**src/rtl/axon_pkg.sv**
```systemverilog
// Shared definitions for the AXON BRAM write/read address sequencers.
package axon_pkg;

    localparam int DW_DEFAULT             = 16;
    localparam int ADDRESS_LENGTH_DEFAULT = 13;
    localparam int FLAG_PERIOD            = 16;

    typedef enum logic {
        ST_IDLE  = 1'b0,
        ST_WRITE = 1'b1
    } wr_state_e;

    // A zero or oversized request means "a full block".
    function automatic int effective_len(input int len, input int max_count);
        return ((len == 0) || (len > max_count)) ? max_count : len;
    endfunction

endpackage

```
**src/rtl/axon_len_counter.sv**
```systemverilog
// Block word counter: effective length latch, post-increment flag and last-word compare.
module axon_len_counter
    import axon_pkg::*;
#(
    parameter int MAX_COUNT = 512,
    parameter int CW        = $clog2(MAX_COUNT) + 1
) (
    input  logic          clk,
    input  logic          rst,
    input  logic          load_i,
    input  logic [CW-1:0] len_i,
    input  logic          inc_i,
    output logic [CW-1:0] count_o,
    output logic          last_o,
    output logic          flag_o
);

    localparam int FW = $clog2(FLAG_PERIOD);

    logic [CW-1:0] count_q, count_d;
    logic [CW-1:0] eff_len_q, eff_len_d;
    logic [CW-1:0] count_inc;

    assign count_inc = count_q + CW'(1);

    always_comb begin
        count_d   = count_q;
        eff_len_d = eff_len_q;
        if (load_i) begin
            count_d   = '0;
            eff_len_d = CW'(effective_len(int'(len_i), MAX_COUNT));
        end else if (inc_i) begin
            count_d = count_inc;
        end
    end

    always_ff @(posedge clk or negedge rst) begin
        if (!rst) begin
            count_q   <= '0;
            eff_len_q <= '0;
        end else begin
            count_q   <= count_d;
            eff_len_q <= eff_len_d;
        end
    end

    // Flags describe the word being accepted now, i.e. the post-increment count.
    assign count_o = count_q;
    assign last_o  = (count_inc == eff_len_q);
    assign flag_o  = (count_inc[FW-1:0] == '0);

endmodule

```
**src/rtl/axon_bram_writer.sv**
```systemverilog
// Valid/ready word stream to BRAM port A block writer, with 1-per-16 and done pulses.
// Optional WRITER_CHECKSUM_EN adds a per-block modulo-2^DW sum of committed words.
module axon_bram_writer
    import axon_pkg::*;
#(
    parameter int  DW             = DW_DEFAULT,
    parameter int  ADDRESS_LENGTH = ADDRESS_LENGTH_DEFAULT,
    parameter int  MAX_COUNT      = 512,
    localparam int CW             = $clog2(MAX_COUNT) + 1
) (
    input  logic                      clk,
    input  logic                      rst,
    input  logic                      start,
    input  logic [ADDRESS_LENGTH-1:0] base_addr,
    input  logic [CW-1:0]             len,
    input  logic                      s_valid,
    output logic                      s_ready,
    input  logic [DW-1:0]             s_data,
    output logic                      ena,
    output logic                      wea,
    output logic [ADDRESS_LENGTH-1:0] addra,
    output logic [DW-1:0]             dia,
    output logic                      flag_1per16,
    output logic                      busy,
`ifdef WRITER_CHECKSUM_EN
    output logic [DW-1:0]             checksum,
`endif
    output logic                      done
);

    wr_state_e state_q, state_d;

    logic                      accept_start;
    logic                      hs;
    logic                      last_w;
    logic                      flag_w;
    logic [CW-1:0]             count_w;
    logic [ADDRESS_LENGTH-1:0] base_q, base_d;
    logic [ADDRESS_LENGTH-1:0] addra_q, addra_d;
    logic [DW-1:0]             dia_q, dia_d;
    logic                      wr_q;
    logic                      flag_q;
    logic                      done_q;

    assign s_ready = (state_q == ST_WRITE);
    assign busy    = (state_q == ST_WRITE);
    assign hs      = s_valid & s_ready;

    always_comb begin
        state_d      = state_q;
        accept_start = 1'b0;
        case (state_q)
            ST_IDLE: begin
                if (start) begin
                    state_d      = ST_WRITE;
                    accept_start = 1'b1;
                end
            end
            ST_WRITE: begin
                if (hs && last_w) begin
                    state_d = ST_IDLE;
                end
            end
            default: state_d = ST_IDLE;
        endcase
    end

    axon_len_counter #(
        .MAX_COUNT (MAX_COUNT),
        .CW        (CW)
    ) u_len_counter (
        .clk     (clk),
        .rst     (rst),
        .load_i  (accept_start),
        .len_i   (len),
        .inc_i   (hs),
        .count_o (count_w),
        .last_o  (last_w),
        .flag_o  (flag_w)
    );

    // Address wraps naturally at 2^ADDRESS_LENGTH.
    always_comb begin
        base_d  = accept_start ? base_addr : base_q;
        addra_d = hs ? (base_q + ADDRESS_LENGTH'(count_w)) : addra_q;
        dia_d   = hs ? s_data : dia_q;
    end

    always_ff @(posedge clk or negedge rst) begin
        if (!rst) begin
            state_q <= ST_IDLE;
            base_q  <= '0;
            addra_q <= '0;
            dia_q   <= '0;
            wr_q    <= 1'b0;
            flag_q  <= 1'b0;
            done_q  <= 1'b0;
        end else begin
            state_q <= state_d;
            base_q  <= base_d;
            addra_q <= addra_d;
            dia_q   <= dia_d;
            wr_q    <= hs;
            flag_q  <= hs & flag_w;
            done_q  <= hs & last_w;
        end
    end

    assign ena         = wr_q;
    assign wea         = wr_q;
    assign addra       = addra_q;
    assign dia         = dia_q;
    assign flag_1per16 = flag_q;
    assign done        = done_q;

`ifdef WRITER_CHECKSUM_EN
    logic [DW-1:0] sum_q, sum_d;

    always_comb begin
        sum_d = sum_q;
        if (accept_start) begin
            sum_d = '0;
        end else if (hs) begin
            sum_d = sum_q + s_data;
        end
    end

    always_ff @(posedge clk or negedge rst) begin
        if (!rst) begin
            sum_q <= '0;
        end else begin
            sum_q <= sum_d;
        end
    end

    assign checksum = sum_q;
`endif

endmodule

```
**config.mk**
```make
export PLATFORM = sky130hd
export DESIGN_NAME = axon_bram_writer
export DESIGN_NICKNAME = d
export VERILOG_FILES = /design/src/rtl/axon_pkg.sv /design/src/rtl/axon_len_counter.sv /design/src/rtl/axon_bram_writer.sv
export SDC_FILE = /design/constraint.sdc
export NUM_CORES = 1
export LEC_CHECK = 0
export ABC_AREA = 1
export CAP_MARGIN = 25
export CORE_MARGIN = 3
export CORE_UTILIZATION = 40
export CTS_CLUSTER_DIAMETER = 100
export DETAILED_ROUTE_END_ITERATION = 16
export PLACE_DENSITY = 0.66
export SLEW_MARGIN = 20
export SYNTH_ARGS = -nofsm -noshare
export SYNTH_HDL_FRONTEND = slang
export SYNTH_SLANG_ARGS = --single-unit
```
**constraint.sdc**
```tcl
create_clock -name clk -period 4.08 [get_ports clk]
set_input_delay 0.816 -clock clk [delete_from_list [all_inputs] [get_ports clk]]
set_output_delay 0.816 -clock clk [all_outputs]
set_load 0.1 [all_outputs]
```
After elaboration in Yosys (flattened, before gate mapping). Index checks and enable logic that the tools add are counted.

Bits in registers: 66. Latch bits: 0. Memory bits (writable): 0. Memory bits (read-only): 0. Input bits: 43. Output and inout port bits: 35. Word-level logic and storage cells: 29. Memories: 0.

Add/sub/neg operators: 2. Multipliers: 0. Div/mod/pow operators: 0. $lt $le $gt $ge: 1. Equal/unequal tests: 1. Shift operators: 0. Muxes and demuxes: 7. Bitwise gates (word level): 4. Reductions and logical operators: 5.

Operators by type and width (count): two-way mux 10 bit (3); adder 13 x 10 -> 13 bit (1); adder 10 x 1 -> 10 bit, second input constant (1); equality test 10 bit (1); > comparator 10 bit, second input constant (1); zero test 10 bit (1); zero test 4 bit (1); AND 1 bit (3); two-way mux 1 bit (3); case mux 1 bit (2 select lines) (1); nonzero test 2 bit (1); logical AND 1 bit (1); logical OR 1 bit (1); NOT 1 bit (1).

Longest topological paths before layout. Gate-level depths: netlist of run 1.

Word-level depth: 5. Gate-level depth with buffers: 13. Mapped depth without buffers: 13.

Cells and area by module. A second synthesis of run 1 with hierarchy kept.

Cell total of the unflattened synthesis: 471. Area, all modules: 3552.2 µm².

By module, submodules not included: axon_bram_writer (instances 1, cells an instance 309, area an instance 2353.5 µm², seq. area each 1151.1 µm²); axon_len_counter (instances 1, cells an instance 162, area an instance 1198.6 µm², seq. area each 500.5 µm²).

Least setup slack after synthesis of run 1. Ideal clock, no wire load.

Path type: register to output. Start: register state_q, in the netlist busy. End: output s_ready. Arrival time: 1.372 ns. Data required time: 3.264 ns. Setup slack: 1.892 ns. Stages on the path, launching flop included: 2. Path buffers: 1. Path through: dfrtp_1 buf_4.

RTL lines: start, declared (line axon_bram_writer.sv:31) `wr_state_e state_q, state_d;`; start signal, assigned (line axon_bram_writer.sv:99) `state_q <= state_d;`; end, declared (line axon_bram_writer.sv:17) `output logic s_ready,`.

No word-level cell between the ends.

Worst setup path in the final report of run 1.
Start: register state_q, in the netlist busy. End: output s_ready.

No word-level cell between the ends.

==> summary.txt, run 1 <==
STA
  – Final period utilization: 69.0%
  – Setup tns final: 0 ps
  – Max Freq: 355 MHz
  – Max-slew violations: 0
  – Hold Slack: 448 ps
  – Worst slew margin: 34.0%
  – Setup violators final: 0
  – Slew at the pin with the worst max-slew slack: 987 ps
  – Final WS setup: 1260 ps
  – Final Skew: 11.3 ps
  – Post-layout min period: 2820 ps
  – Final hold vios: 0
  – Unrepaired setup endpoints after global routing: false

Setup path
  – CP arrival: 2000 ps
  – Worst path top cell family by delay: buffers and inverters
  – Worst Path Buf+Inv: 1
  – CP max stage cell: clkdlybuf4s50_1
  – CP Class: flop to primary output
  – Critical Path End Type: primary output
  – Critical Path RT: 3260 ps
  – Crit Path Max Fanout: 5
  – Worst path cell trace: clkdlybuf4s50_1
  – Critical path launch point type: flop
  – Max stage delay on crit path: 1180 ps

Clock network
  – Clock Latency Late Sink: 350 ps
  – Post-CTS Hold Buffers: 0
  – Clk sink count: 66
  – H-Tree Depth: 3
  – CTS tree: built
  – Cts repair resizes: 0
  – CTS max path bufs: 2
  – Post-CTS setup buffers: 0
  – Total CTS buffers: 9
  – CTS Root Cell: clkbuf_8
  – Clock slew at reported path FFs: 80 ps

Final layout
  – Share of cells above drive strength 1: 7.17%
  – Layout Cells excl Fill: 649
  – Most frequent cells in the layout: nand2_1 (182), clkdlybuf4s50_1 (76), dfrtp_1 (66)
  – Nets: 595
  – Area delta synth->final: 31.5%
  – Commonest non-fill, non-tap cell in the layout: nand2_1
  – N_diodes: 0

Global routing
  – Global Route met3 Usage: 4.00%
  – Met1 Use GR: 23.7%
  – Met2 Resource Use GR: 30.4%
  – Pin count of the biggest net entering global routing: 45
  – Global Route Usage Sum: 18.4%
  – Initial antenna violation count: 0
  – GR peak layer: met2
  – First-pass GRT wire length: 14,700 µm
  – Vias in the first global route: 3,222
  – Total grt overflow: 0

Routing
  – Post-DRT Antenna Nets: 0
  – Final wirelength: 8510 µm
  – Vias per std cell: 4.97
  – TritonRoute pass-1 iters: 4
  – DR iter-0 viols: 95
  – Detailed-route via count: 3,225
  – Avg WL per Cell: 13.1 µm
  – DRC: 0

Floorplanning
  – Die Ht: 99.3 µm
  – Core ar.: 0.00834 mm²
  – Die width: 99.3 µm
  – Die area: 0.00985 mm²
  – # rows: 33
  – Initial Util: 41.7%
  – Ports: 78

Power
  – Pwr Total: 3.85 mW
  – Pwr Density: 840 mW/mm²
  – Leakage: 2.20 nW
  – Peak VDD IR: 0.386 mV

Run status
  – Status: finished, final reports clean

Place
  – Dpl ws: 1150 ps
  – Final HPWL DP: 6220 µm
  – Dpl cells: 633
  – Final GP Congestion: 0.849
  – Port Buffers: 77

Logic synthesis
  – Syn_nets: 515
  – Register area share after synthesis: 47.5%
  – Syn Area/Cell: 7.58 µm²
  – Synth cell types: 27
  – Cells after Synth: 459
  – YS warnings: 0
  – Mapped Area: 0.00348 mm²
  – Seq cells post-synth: 66

Min path
  – Worst Hold Class: input port to asynchronous set/reset pin

Run
  – Max-cap violations: 0
-- layout make-up --
class                           instances  area [µm²]
Tap cell                              105         131
Clock buffer                            9         124
Multi-Input combinational cell        340        1620
Timing Repair Buffer                   82         806
Sequential cell                        66        1650
Fill cell                             806        3760
Inverter                               40         150
Clock inverter                          7        93.8
-- sequential cells by signal, summed over array words and instances (netlist names) --
| signal | flops |
|---|---|
| base_q | 13 |
| done | 1 |
| ena | 1 |
| addra | 13 |
| dia | 16 |
| u_len_counter.count_o | 10 |
| busy | 1 |
| u_len_counter.eff_len_q | 10 |
| flag_1per16 | 1 |
-- metal layers --
metal / vias up / part of all wire, %
li1: 1627 / -
met1: 1504 / 47
met2: 81 / 46
met3: 13 / 5.1
met4: 0 / 1.6
met5: - / 0
-- logic make-up after synthesis --
| kind of cell | count (synthesis) | synth area share [%] |
|---|---|---|
| AND/OR/NAND/NOR | 279 | 33.6 |
| flip-flops | 66 | 47.5 |
| buffers and inverters | 53 | 6.00 |
| AO/OA/AOI/OAI | 42 | 6.51 |
| adder cells (fa/ha/maj) | 13 | 4.89 |
| XOR/XNOR | 6 | 1.51 |
-- metrics by stage --
stage | util (%) | instance area, µm²
final | 54.9 | 4580
after detailed placement | 52.2 | 4360
after global routing | 54.9 | 4580
after global placement | 52.2 | 4360
after floorplan | - | 3480
after CTS | 54.8 | 4570
-- worst paths after layout --
| path | startpoint | cells past startpoint | slack (ps) | endpoint |
|---|---|---|---|---|
| worst min register to register | base_q[0] | 2 | 480 | base_q[0] |
| worst max register to register | busy | 7 | 1940 | u_len_counter.eff_len_q[9] |
| min in group clk | base_q[0] | 2 | 480 | base_q[0] |
| worst min-delay path | rst | 1 | 450 | dia[13] |
| max in group asynchronous | rst | 2 | 3030 | dia[4] |
| worst max-delay path | busy | 1 | 1260 | s_ready |
-- power breakdown --
group          internal [mW]  total, mW  switching (mW)
clock                  0.342      0.606           0.264
sequential             0.906       1.11           0.205
combinational          0.592       2.13            1.54
total                   1.84       3.85            2.00
-- cells in the mapped netlist (all sizes together) --
master | count | area (µm²)
ha | 12 | 150
or2 | 1 | 6.26
nor3 | 1 | 5.00
dfrtp | 66 | 1650
nand3 | 47 | 235
o22ai | 6 | 37.5
a21oi | 6 | 30.0
nand2 | 189 | 727
xor2 | 1 | 8.76
clkbuf | 8 | 30.0
buf | 5 | 28.8
inv | 39 | 146
a31oi | 4 | 25.0
clkinv | 1 | 3.75
nand4 | 4 | 25.0
a22o | 1 | 8.76
nor2 | 37 | 171
fa | 1 | 20.0
xnor2 | 5 | 43.8
o21ai | 25 | 125
Power figures use the tool's default switching activity.
==> run 2, diff against run 1 <==
Settings changed: PLACE_DENSITY 0.66 to 0.68.
Clock period 4.08 ns to 2.26 ns, I/O delays scaled along.
==> run 2 against run 1 <==
Net effect: critical endpoint is now addra[11]; count of clock-buffer cells in the layout is 3 higher; critical path type is now flop to flop; combinational power is 78% higher; first-iteration DRC count is 75% higher.
==> summary.txt, run 2 (same netlist as run 1, synthesis figures left out) <==
Setup path
  – CP arrival: 2130 ps
  – Crit Path Max Fanout: 6
  – Worst Path Buf+Inv: 0
  – Worst path top cell family by delay: simple AND/OR/NAND/NOR gates
  – Max stage delay on crit path: 450 ps
  – Critical Path End Type: flop
  – Critical path launch point type: flop
  – CP Class: flop to flop
  – Crit path top cell by count: nand3_1
  – Critical Path RT: 2500 ps
  – CP max stage cell: dfrtp_1
  – Worst path cell trace: ha_1 -> a21oi_1 -> nand2_1 -> nand3_1 -> nand3_1 -> or2_1 -> nand3_1 -> nand2_1

Final layout
  – Nets: 595
  – Finished Core Util: 53.5%
  – Post-route cell area: 0.00446 mm²
  – Storage cell area: 0.00165 mm²
  – N_diodes: 0
  – Multi-input logic area: 0.00162 mm²
  – Area delta synth->final: 28.2%
  – Filler cells: 812
  – Most frequent cells in the layout: nand2_1 (182), dfrtp_1 (66), nand3_1 (47)
  – Commonest non-fill, non-tap cell in the layout: nand2_1
  – Share of cells above drive strength 1: 13.4%
  – Max reg flops: 16

STA
  – Slew at the pin with the worst max-slew slack: 545 ps
  – Final hold vios: 0
  – Hold Slack: 88.1 ps
  – Max-slew violations: 0
  – Worst slew margin: 63.7%
  – Unrepaired setup endpoints after global routing: false
  – Final Skew: 12.3 ps
  – Setup tns final: 0 ps
  – Setup violators final: 0
  – Max Freq: 527 MHz
  – Final period utilization: 83.9%
  – Post-layout min period: 1900 ps

Place
  – Final HPWL DP: 6330 µm
  – Port Buffers: 77
  – Dpl cell area: 0.00428 mm²
  – Final GP Congestion: 0.843

Routing
  – DR iter-0 viols: 166
  – Vias per std cell: 4.95
  – Detailed-route via count: 3,212
  – Avg WL per Cell: 13.2 µm
  – DRC: 0
  – Post-DRT Antenna Nets: 0
  – Final wirelength: 8570 µm
  – TritonRoute pass-1 iters: 5

Power
  – Clk network pwr share: 13.5%
  – Net Sw Power: 3.60 mW
  – Peak VDD IR: 0.674 mV
  – Pwr Density: 1500 mW/mm²
  – Switching Share: 53.8%
  – Internal Power: 3.10 mW
  – Seq pwr share: 30.0%
  – Leakage: 2.23 nW
  – Gate power share: 56.5%

Global routing
  – First-pass GRT wire length: 14,500 µm
  – Total grt overflow: 0
  – Initial antenna violation count: 0
  – Pin count of the biggest net entering global routing: 44
  – Global Route Usage Sum: 18.2%
  – Vias in the first global route: 3,126

Run status
  – Status: finished, final reports clean

Floorplanning
  – # rows: 33
  – Core ar.: 0.00834 mm²
  – Ports: 78
  – Die width: 99.3 µm
  – Initial Util: 41.7%
  – Die Ht: 99.3 µm
  – Die area: 0.00985 mm²

Run
  – Max-cap violations: 0

Clock network
  – Post-CTS setup buffers: 0
  – Clk sink count: 66
  – CTS max path bufs: 2
  – H-Tree Depth: 3
  – Clock slew at reported path FFs: 80 ps
  – Cts repair resizes: 0
  – CTS tree: built
  – Clock Latency Late Sink: 340 ps
  – Post-CTS Hold Buffers: 0
  – Total CTS buffers: 9
  – CTS Root Cell: clkbuf_8

Min path
  – Worst Hold Class: input port to asynchronous set/reset pin
## run 2: changes by cell type in the layout (fill, tap and decap cells not counted), sizes merged
cell / delta
buf: +35
bufinv: -2
clkinvlp: -1
clkdlybuf4s50: -35
clkbuf: +3
## run 2: path summary, 6_finish.rpt
path	to	start	slack, ps	cells past startpoint
max in group asynchronous	u_len_counter.count_o[6]	rst	1550	2
hold reg to reg	base_q[0]	base_q[0]	480	2
setup reg to reg	addra[11]	u_len_counter.count_o[2]	360	8
min in group clk	base_q[0]	base_q[0]	480	2
hold / removal	addra[7]	rst	90	1
setup / recovery	addra[11]	u_len_counter.count_o[2]	360	8
## run 2: cell type report
| type | count | share of cell area, % |
|---|---|---|
| Clock buffer | 12 | 3.48 |
| Inverter | 40 | 3.37 |
| Multi-Input combinational cell | 340 | 36.3 |
| Tap cell | 105 | 2.94 |
| Timing Repair Buffer | 82 | 16.3 |
| Sequential cell | 66 | 37.0 |
| Clock inverter | 4 | 0.589 |
## run 2: stage by stage
stage,power (mW),worst slack [ps],cells
CTS,6.74,361,649
finish,6.70,364,649
detailed placement,5.82,301,633
global placement,5.76,347,633
global route,7.18,192,649
floorplan,4.90,222,459
## run 2: power groups by stage
stage               sequential (mW)  combinational [mW]  clock, mW
floorplan                      3.33                1.57          0
global placement               2.02                3.74          0
detailed placement             2.03                3.78          0
CTS                            2.01                3.80      0.924
global route                   2.08                4.13      0.973
finish                         2.01                3.79      0.904
## run 2: per-layer routing
metal	GRT usage, %	share of wire, %
met5	0	0
met2	28.4	45
met4	8.09	2.0
met1	25.0	48
met3	3.16	5.4
==> RTL edit: new RTL, settings of run 2 <==
Build with the macro `WRITER_CHECKSUM_EN` defined.
--- a/src/rtl/axon_bram_writer.sv
+++ b/src/rtl/axon_bram_writer.sv
@@ -2,2 +2,4 @@
 // Optional WRITER_CHECKSUM_EN adds a per-block modulo-2^DW sum of committed words.
+`define WRITER_CHECKSUM_EN
+
 module axon_bram_writer
Formal check against the unedited RTL (old outputs only; new: checksum): equivalent (equiv_simple and equiv_induct, registers matched by name and starting in step).
==> RTL edit against run 2 <==
- die area increased by 36%
- via count increased by 44%
- wire length increased by 47%
- clock skew decreased by 0.0074 ns
- worst setup slack got worse by 0.15 ns
- sequential cell count increased by 16
- core utilization increased by 0.17 points
- critical path depth increased by 4
- cell area increased by 39%
- register-to-register slack got worse by 0.06 ns
- area after synthesis increased by 38%
- critical path type is now primary input to flop
- critical endpoint is now checksum[14]
Power is left out: the tool's default activity adds up to more than one toggle a clock period on the data nets, which glitch-free logic cannot reach.
==> RTL edit: results <==
set metrics [dict create \
    place_worst_setup_slack_ns -0.218 \
    grt_antenna_before_repair 0 \
    met2_wirelength_um 6250 \
    portBuffers 93 \
    cell_with_the_largest_stage_delay_on_the_worst_path "sky130_fd_sc_hd__clkdlybuf4s50_1" \
    met3_routed_wl_um 695 \
    grt_use_total_pct 19.8 \
    first_global_vias 4603 \
    synthesis.instances 655 \
    detail_route.vias_per_cell 5.07 \
    synthesis.area_um2 4800 \
    reg2reg_setup_slack_ns 0.30 \
    met3_grt_util_pct 4.13 \
    placedInstanceArea_um2 5870 \
    place_congestion 0.893 \
    cts-buffers-inserted 9 \
    rr_startpoint "u_len_counter.count_o[0]" \
    synth_top_cells_by_count "sky130_fd_sc_hd__nand2_1 (244), sky130_fd_sc_hd__dfrtp_1 (82), sky130_fd_sc_hd__nand3_1 (62)" \
    detailed_place_hpwl_um 9580 \
    cp_top_family "buffers and inverters" \
    slew_headroom_pct 63.8 \
    crit_path_max_fanout 4 \
    largest_net_degree_at_the_start_of_global_routing 58 \
    cts.htree.levels 3 \
    drt-initial-drc-count 235 \
    postSynthNetCount 727 \
    drt-total-wl_um 12600 \
    post_synth_fa_ha_maj_area_fraction_pct 7.87 \
    worstReg2RegEnd "addra[6]" \
    yosys-top-cells-area "sky130_fd_sc_hd__dfrtp_1 (43%), sky130_fd_sc_hd__nand2_1 (19%), sky130_fd_sc_hd__ha_1 (7.0%), sky130_fd_sc_hd__nand3_1 (6.5%), sky130_fd_sc_hd__inv_1 (4.4%)" \
    critical_path.max_stage_delay_ns 0.49 \
    share_of_layout_cells_above_drive_strength_1_pct 14.1 \
    seqCellArea_um2 2050 \
    status "complete, no violations" \
    seq_area_frac_synth_pct 42.7 \
    synth_compound_gate_area_share_pct 9.49 \
    grt.met1_usage_pct 24.7 \
    dr.pass1.iters 4 \
    global_route_wire_length_before_repair_um 21200 \
    synth_xor_area_share_pct 1.46 \
    use_met2_pct 33.6 \
    max-clock-path-buffers 2 \
    num-nets-final 835 \
    timing.clock.skew_ns 0.00493 \
    ys_types 32 \
    numPlacedInstances 895 \
    wl_met1_um 5390 \
    clk_transition_reported_paths_ns 0.06 \
    worstRegToRegCells 9 \
    route.detailed.wl_per_inst_um 13.8 \
    clock_root_buffer "sky130_fd_sc_hd__clkbuf_16" \
    whs_ns 0.0115 \
    fillCellCount 1120 \
    critical_path_data_arrival_time_ns 2.28 \
    worstHoldPathType "primary input to async pin" \
]
==> RTL edit: worst max path at each step <==
stage	from	endpoint	slack [ns]
after floorplan	checksum[4]	checksum[7]	0.04
after global placement	s_data[0]	checksum[14]	-0.16
after detailed placement	s_data[0]	checksum[14]	-0.22
after CTS	s_data[0]	checksum[14]	0.13
after global routing	s_data[0]	checksum[14]	0.04
final	s_data[0]	checksum[14]	0.22
==> RTL edit: kinds of logic (layout without fill, tap and decap cells) <==
group	count (synthesis)	count (layout)
buffers and inverters	75	188
AOI/OAI and AO/OA	85	85
and+or+nand+nor	376	376
xor gates and xnor gates	8	8
adders and majority gates	29	29
DFF	82	82
==> RTL edit: final cells by class <==
cell class | count | share of cell area [%]
multi-input cells | 498 | 39.7
flip-flops and latches | 82 | 33.1
repair buffers | 112 | 15.4
clock buffers | 10 | 3.85
inverters | 60 | 3.63
well taps | 143 | 2.88
clock inverters | 6 | 1.45
